<file path="src/rtl/video_pattern_gen.sv">
// Test-pattern source feeding the HDMI transmitter: colour bars, checkerboard,
// gradient or bouncing box, with the pattern and animation state advanced once per frame.
module video_pattern_gen #(
  parameter logic [9:0]  BOX_SIZE = 10'd32,
  parameter logic [9:0]  BOX_DX   = 10'd2,
  parameter logic [9:0]  BOX_DY   = 10'd1,
  parameter logic [23:0] BG_COLOR = 24'h000040
) (
  input  logic        clk_pix,
  input  logic        rst_in,
  input  logic [9:0]  cx,
  input  logic [9:0]  cy,
  input  logic [9:0]  screen_start_x,
  input  logic [9:0]  screen_start_y,
  input  logic [9:0]  screen_width,
  input  logic [9:0]  screen_height,
  input  logic [1:0]  pattern_sel,
  output logic [23:0] rgb,
  output logic        frame_tick
);

  logic [23:0] rgb_q, rgb_d;
  logic        tick_q, tick_d;
  logic [1:0]  pat_q, pat_d;
  logic [7:0]  frame_cnt_q, frame_cnt_d;
  logic [9:0]  bx_q, bx_d, by_q, by_d;
  logic        dir_x_q, dir_x_d, dir_y_q, dir_y_d;
  logic [2:0]  bar_idx_q, bar_idx_d;
  logic [9:0]  bar_cnt_q, bar_cnt_d;
  logic [9:0]  bar_w_q, bar_w_d;

  logic        fs_s, active_s, in_box_s;
  logic [9:0]  x_s, y_s, bar_w_raw_s;
  logic [23:0] colour_s;

  function automatic logic [23:0] bar_colour(input logic [2:0] idx);
    case (idx)
      3'd0:    bar_colour = 24'hFFFFFF;
      3'd1:    bar_colour = 24'hFFFF00;
      3'd2:    bar_colour = 24'h00FFFF;
      3'd3:    bar_colour = 24'h00FF00;
      3'd4:    bar_colour = 24'hFF00FF;
      3'd5:    bar_colour = 24'hFF0000;
      3'd6:    bar_colour = 24'h0000FF;
      default: bar_colour = 24'h000000;
    endcase
  endfunction

  assign fs_s        = (cx == 10'd0) && (cy == 10'd0);
  assign active_s    = (cx >= screen_start_x) && (cy >= screen_start_y);
  assign x_s         = cx - screen_start_x;
  assign y_s         = cy - screen_start_y;
  assign bar_w_raw_s = {3'b000, screen_width[9:3]};
  assign in_box_s    = (x_s >= bx_q) && (x_s < bx_q + BOX_SIZE) &&
                       (y_s >= by_q) && (y_s < by_q + BOX_SIZE);

  // Frame-synchronous state: pattern latch, bar width, frame counter, box step.
  always_comb begin
    pat_d       = pat_q;
    bar_w_d     = bar_w_q;
    frame_cnt_d = frame_cnt_q;
    bx_d        = bx_q;
    by_d        = by_q;
    dir_x_d     = dir_x_q;
    dir_y_d     = dir_y_q;
    if (fs_s) begin
      pat_d       = pattern_sel;
      bar_w_d     = (bar_w_raw_s == 10'd0) ? 10'd1 : bar_w_raw_s;
      frame_cnt_d = frame_cnt_q + 8'd1;
      if (dir_x_q) begin
        if (bx_q >= screen_width - BOX_SIZE - BOX_DX) begin
          bx_d    = screen_width - BOX_SIZE;
          dir_x_d = 1'b0;
        end else begin
          bx_d = bx_q + BOX_DX;
        end
      end else begin
        if (bx_q <= BOX_DX) begin
          bx_d    = 10'd0;
          dir_x_d = 1'b1;
        end else begin
          bx_d = bx_q - BOX_DX;
        end
      end
      if (dir_y_q) begin
        if (by_q >= screen_height - BOX_SIZE - BOX_DY) begin
          by_d    = screen_height - BOX_SIZE;
          dir_y_d = 1'b0;
        end else begin
          by_d = by_q + BOX_DY;
        end
      end else begin
        if (by_q <= BOX_DY) begin
          by_d    = 10'd0;
          dir_y_d = 1'b1;
        end else begin
          by_d = by_q - BOX_DY;
        end
      end
    end
  end

  // Bar walker: restarts on every blanking cycle so each line begins at bar 0.
  always_comb begin
    bar_idx_d = 3'd0;
    bar_cnt_d = 10'd0;
    if (active_s) begin
      if (bar_cnt_q == bar_w_q - 10'd1) begin
        bar_cnt_d = 10'd0;
        bar_idx_d = (bar_idx_q == 3'd7) ? 3'd7 : bar_idx_q + 3'd1;
      end else begin
        bar_cnt_d = bar_cnt_q + 10'd1;
        bar_idx_d = bar_idx_q;
      end
    end else begin
      bar_idx_d = 3'd0;
      bar_cnt_d = 10'd0;
    end
  end

  // Pixel colour from the pattern latched at the last frame start.
  always_comb begin
    colour_s = 24'h000000;
    case (pat_q)
      2'd0:    colour_s = bar_colour(bar_idx_q);
      2'd1:    colour_s = (x_s[5] == y_s[5]) ? 24'hFFFFFF : 24'h000000;
      2'd2:    colour_s = {x_s[7:0], y_s[7:0], frame_cnt_q};
      default: colour_s = in_box_s ? 24'hFFFFFF : BG_COLOR;
    endcase
    rgb_d  = active_s ? colour_s : 24'h000000;
    tick_d = fs_s;
  end

  // State and output registers.
  always_ff @(posedge clk_pix or posedge rst_in) begin
    if (rst_in) begin
      rgb_q       <= 24'h000000;
      tick_q      <= 1'b0;
      pat_q       <= 2'd0;
      frame_cnt_q <= 8'd0;
      bx_q        <= 10'd0;
      by_q        <= 10'd0;
      dir_x_q     <= 1'b1;
      dir_y_q     <= 1'b1;
      bar_idx_q   <= 3'd0;
      bar_cnt_q   <= 10'd0;
      bar_w_q     <= 10'd1;
    end else begin
      rgb_q       <= rgb_d;
      tick_q      <= tick_d;
      pat_q       <= pat_d;
      frame_cnt_q <= frame_cnt_d;
      bx_q        <= bx_d;
      by_q        <= by_d;
      dir_x_q     <= dir_x_d;
      dir_y_q     <= dir_y_d;
      bar_idx_q   <= bar_idx_d;
      bar_cnt_q   <= bar_cnt_d;
      bar_w_q     <= bar_w_d;
    end
  end

  assign rgb        = rgb_q;
  assign frame_tick = tick_q;

endmodule

</file>
<file path="config.mk">
export PLATFORM = sky130hd
export DESIGN_NAME = video_pattern_gen
export DESIGN_NICKNAME = d
export VERILOG_FILES = /design/src/rtl/video_pattern_gen.sv
export SDC_FILE = /design/constraint.sdc
export NUM_CORES = 1
export LEC_CHECK = 0
export ABC_CLOCK_PERIOD_IN_PS = 3600
export CAP_MARGIN = 30
export CELL_PAD_IN_SITES_DETAIL_PLACEMENT = 1
export CELL_PAD_IN_SITES_GLOBAL_PLACEMENT = 1
export CORE_MARGIN = 10
export CORE_UTILIZATION = 43
export CTS_CLUSTER_DIAMETER = 30
export CTS_CLUSTER_SIZE = 14
export DETAILED_ROUTE_END_ITERATION = 8
export PLACE_DENSITY_LB_ADDON = 0.1
export RECOVER_POWER = 100
export SYNTH_ARGS = -nofsm -noshare
export SYNTH_HDL_FRONTEND = slang
export SYNTH_SLANG_ARGS = --single-unit
</file>
<file path="constraint.sdc">
create_clock -name clk_pix -period 3.6 [get_ports clk_pix]
set_input_delay 0.36 -clock clk_pix [delete_from_list [all_inputs] [get_ports clk_pix]]
set_output_delay 0.36 -clock clk_pix [all_outputs]
set_load 0.1 [all_outputs]
</file>
==> flow_summary.yaml <==
clocking:
  cts-root-buf: "clkbuf_16"
  ctsLongestPathBuffers: 2
  clock_sinks: 77
  cts_made_buffers: 9
  path_clk_slew_ns: 0.07
  clock_latency_ns: 0.35
  h-tree-depth: 3
  cts_tree: "done"
drt:
  via_count: 7046
  vias_per_cell: 5.82
  drt_wl_total_um: 26500
  drt_iter0_markers: 357
  ant_nets: 0
  drc: 0
  dr.pass1.iters: 5
  routedWlPerCell_um: 21.9
placement:
  dp_slack_ns: -0.838
  io_buffers: 88
  post-dp-hpwl_um: 19300
  gp_congestion: 0.935
sta:
  timing_hold_violations_final: 0
  fmax_ghz: 0.280
  clock_skew_ns: 0.00791
  period_needed_ns: 3.57
  setup_viol: 0
  fin_crit_sh_pct: 99.0
  max_slew.worst_pin.slew_ns: 1.55
  tns_ns: 0
  maxSlewViolCount: 26
  slew_headroom_pct: -3.63
  fin_ws_ns: 0.0346
pwr:
  peakVddDrop_v: 0.000227
  cellPowerDensity_nw_per_um2: 327
  leakage_nw: 4.21
  total_power_mw: 3.09
worst_setup_path:
  worstPathRequired_ns: 3.87
  startpoint: "screen_start_x[0]"
  criticalPathCategory: "input pin to flop"
  worstPathMaxFanout: 3
  r2r_start: "by_q[5]$_DFFE_PP0P_"
  crit_path_start_kind: "input pin"
  worst_setup_path_end_kind: "flop"
  cp_data_arrival_time_ns: 3.83
synthesis:
  synth_cell_type_count: 76
  synth_ff_type: "dfrtp_1"
  muxShareOfSynthArea_pct: 2.13
  synth_area_um2: 6980
  synthXorXnorAreaFrac_pct: 9.16
  syn_area_per_cell_um2: 8.49
  yosys-top-cells-area: "dfrtp_1, ha_1, xnor2_1, a21oi_1, inv_1"
  synth_nets: 981
  synthSimpleGateAreaFrac_pct: 18.5
  ys_seq_elements: 77
  yosysTopAreaCellShare_pct: 26.5
  synth_top_family_by_area: "compound AO/OA/AOI/OAI gates"
  synth_warnings: 0
  yosysTopAreaCell: "dfrtp_1"
  yosysSeqAreaShare_pct: 27.7
  synth-compound-area-share_pct: 19.4
  async_flop_share_pct: 100
  synth_edf_count: 0
  synth_adder_area_share_pct: 17.2
  synthCells: 822
die:
  die_area_um2: 21700
  initial_utilization_pct: 43.9
  ios: 89
  die_h_um: 147
  row_count: 46
  die_x_um: 147
  design.core.area_um2: 15900
global_routing:
  grt_max_degree: 41
  grt_pass1_vias: 7879
  grt-ovfl-total: 0
  grtUsageTotal_pct: 23.4
  antenna_found_initial: 1
  grt_pass1_wl_um: 41800
layout:
  utilization_pct: 59.4
  nFillCells: 1842
  nets: 1148
  layout-drive-gt1-share_pct: 20.9
  syn_to_final_growth_pct: 35.3
status:
  status: "complete, but fails checks"
  violations: "max-capacitance violations, max-slew violations"
worst_hold_path:
  min_from: "frame_cnt_q[6]$_DFFE_PP0P_"
  min_path_type: "flop to flop"
flow_run:
  maxCapViolCount: 1
## where the power goes
part	total, mW	internal [mW]	switching (mW)	leakage [nW]
logic	1.21	0.502	0.705	3.04
clock network	0.979	0.557	0.422	0.152
registers	0.903	0.888	0.0145	1.02
total	3.09	1.95	1.14	4.21
## worst max-delay path, stage by stage
cell and delay (ns):
clkdlybuf4s15_1 0.20, ha_4 0.15, inv_2 0.04, fa_2 0.36, a211oi_2 0.28, nor2_2 0.09
o31a_1 0.27, o21a_1 0.19, nor2_2 0.12, xnor2_2 0.13, buf_4 0.17, ha_1 0.23
a211oi_2 0.22, o21ai_2 0.10, o41ai_4 0.39, buf_4 0.21, nand3_4 0.10, a21oi_1 0.22
## worst paths after layout
kind / to / slack (ns) / depth (start not counted)
max in group asynchronous: frame_cnt_q[7]$_DFFE_PP0P_ / 0.86 / 3
hold reg to reg: frame_cnt_q[6]$_DFFE_PP0P_ / 0.51 / 1
hold / removal: frame_cnt_q[6]$_DFFE_PP0P_ / 0.51 / 1
setup / recovery: rgb[20]$_DFF_PP0_ / 0.03 / 18
min in group asynchronous: frame_cnt_q[5]$_DFFE_PP0P_ / 0.79 / 2
setup reg to reg: rgb[20]$_DFF_PP0_ / 0.61 / 11
## registers in the layout (all words and copies together), names as in the netlist
name	flops
bx_q	10
rgb	24
pat_q	2
bar_w_q	7
frame_cnt_q	8
dir_x_q	1
bar_cnt_q	10
dir_y_q	1
by_q	10
frame_tick	1
bar_idx_q	3
## cell usage in the layout (no fill, tap or decap), types with 4 or more instances in the layout
cell,netlist,layout
a2111oi_0,4,4
a211oi_1,17,12
a211oi_2,0,5
a21o_1,14,14
a21oi_1,66,51
a21oi_2,1,12
a21oi_4,0,4
a31oi_1,7,6
and3_1,4,4
buf_4,1,85
clkbuf_16,0,9
clkdlybuf4s50_1,0,42
dfrtp_1,74,74
dlygate4sd2_1,0,14
dlygate4sd3_1,0,26
ha_1,93,78
ha_4,0,13
inv_1,72,61
inv_2,0,11
mux2i_1,10,10
nand2_1,68,68
nand2b_1,9,7
nand3_1,29,27
nand4_1,10,12
nor2_1,59,57
nor3_1,34,26
nor3_2,1,7
nor3b_1,5,5
nor4_1,10,10
o211ai_1,4,4
o21a_1,10,10
o21ai_0,30,26
o21ai_1,9,9
o22ai_1,4,4
o31ai_1,5,5
or3_1,6,6
or4_1,7,7
xnor2_1,54,51
xor2_1,19,18
## per-stage QoR
stage          cell area, um2  instances  hold slack, ns
5_1_grt                  9440       1210           0.550
3_5_place_dp             8600       1179           0.503
2_1_floorplan            7010        822           0.445
6_report                 9440       1211           0.515
3_3_place_gp             8600       1179           0.472
4_1_cts                  9340       1210           0.471
## metal layers
metal  routed length [um]  track usage [%]  vias up  part of all wire, %
li1                     -                -     3291                    -
met1                11100             27.8     3543                   42
met2                13800             42.1      160                   52
met3                  840             3.63       52                  3.2
met4                  689             7.43        0                  2.6
met5                    0                0        -                    0
## layout make-up
class	count	area [um2]	share of cell area [%]
Timing Repair Buffer	179	1530	16.2
Clock buffer	9	225	2.39
Clock inverter	7	88.8	0.941
Tap cell	216	270	2.86
Multi-Input combinational cell	649	5110	54.2
Sequential cell	77	1930	20.4
Inverter	73	279	2.95
Antenna cell	1	2.50	0.0265
## cells in the mapped netlist, drive strengths merged (3+ instances only)
| library cell | number |
|---|---|
| a211oi | 17 |
| xnor2 | 54 |
| ha | 93 |
| o2111ai | 3 |
| nand2b | 9 |
| a21o | 15 |
| a21oi | 67 |
| and3 | 4 |
| nor4 | 10 |
| buf | 11 |
| nor3 | 35 |
| o211ai | 4 |
| or3 | 6 |
| o31ai | 7 |
| inv | 72 |
| nand2 | 69 |
| o21ai | 39 |
| a31oi | 7 |
| dfrtp | 74 |
| nor2 | 61 |
| nor3b | 5 |
| nand4 | 12 |
| mux2i | 10 |
| clkbuf | 12 |
| nand3 | 29 |
| o22ai | 4 |
| mux2 | 4 |
| xor2 | 19 |
| or2 | 4 |
| o221ai | 3 |
| or4 | 7 |
| dfstp | 3 |
| o21a | 10 |
| a2111oi | 4 |
## timing repair
item | CTS | global route
pin swaps | 28 | 26
resized for setup | 93 | 37
hold buffers | 0 | 0
gates cloned | 1 | 0
setup buffers | 14 | 3
setup endpoints to repair | 23 | 23
## cell families after synthesis
group	after synthesis
AOI/OAI and AO/OA	207
xor gates and xnor gates	73
adders and majority gates	95
buffers and inverters	96
DFF	77
muxes	14
and+or+nand+nor	260
Power figures use the tool's default switching activity.
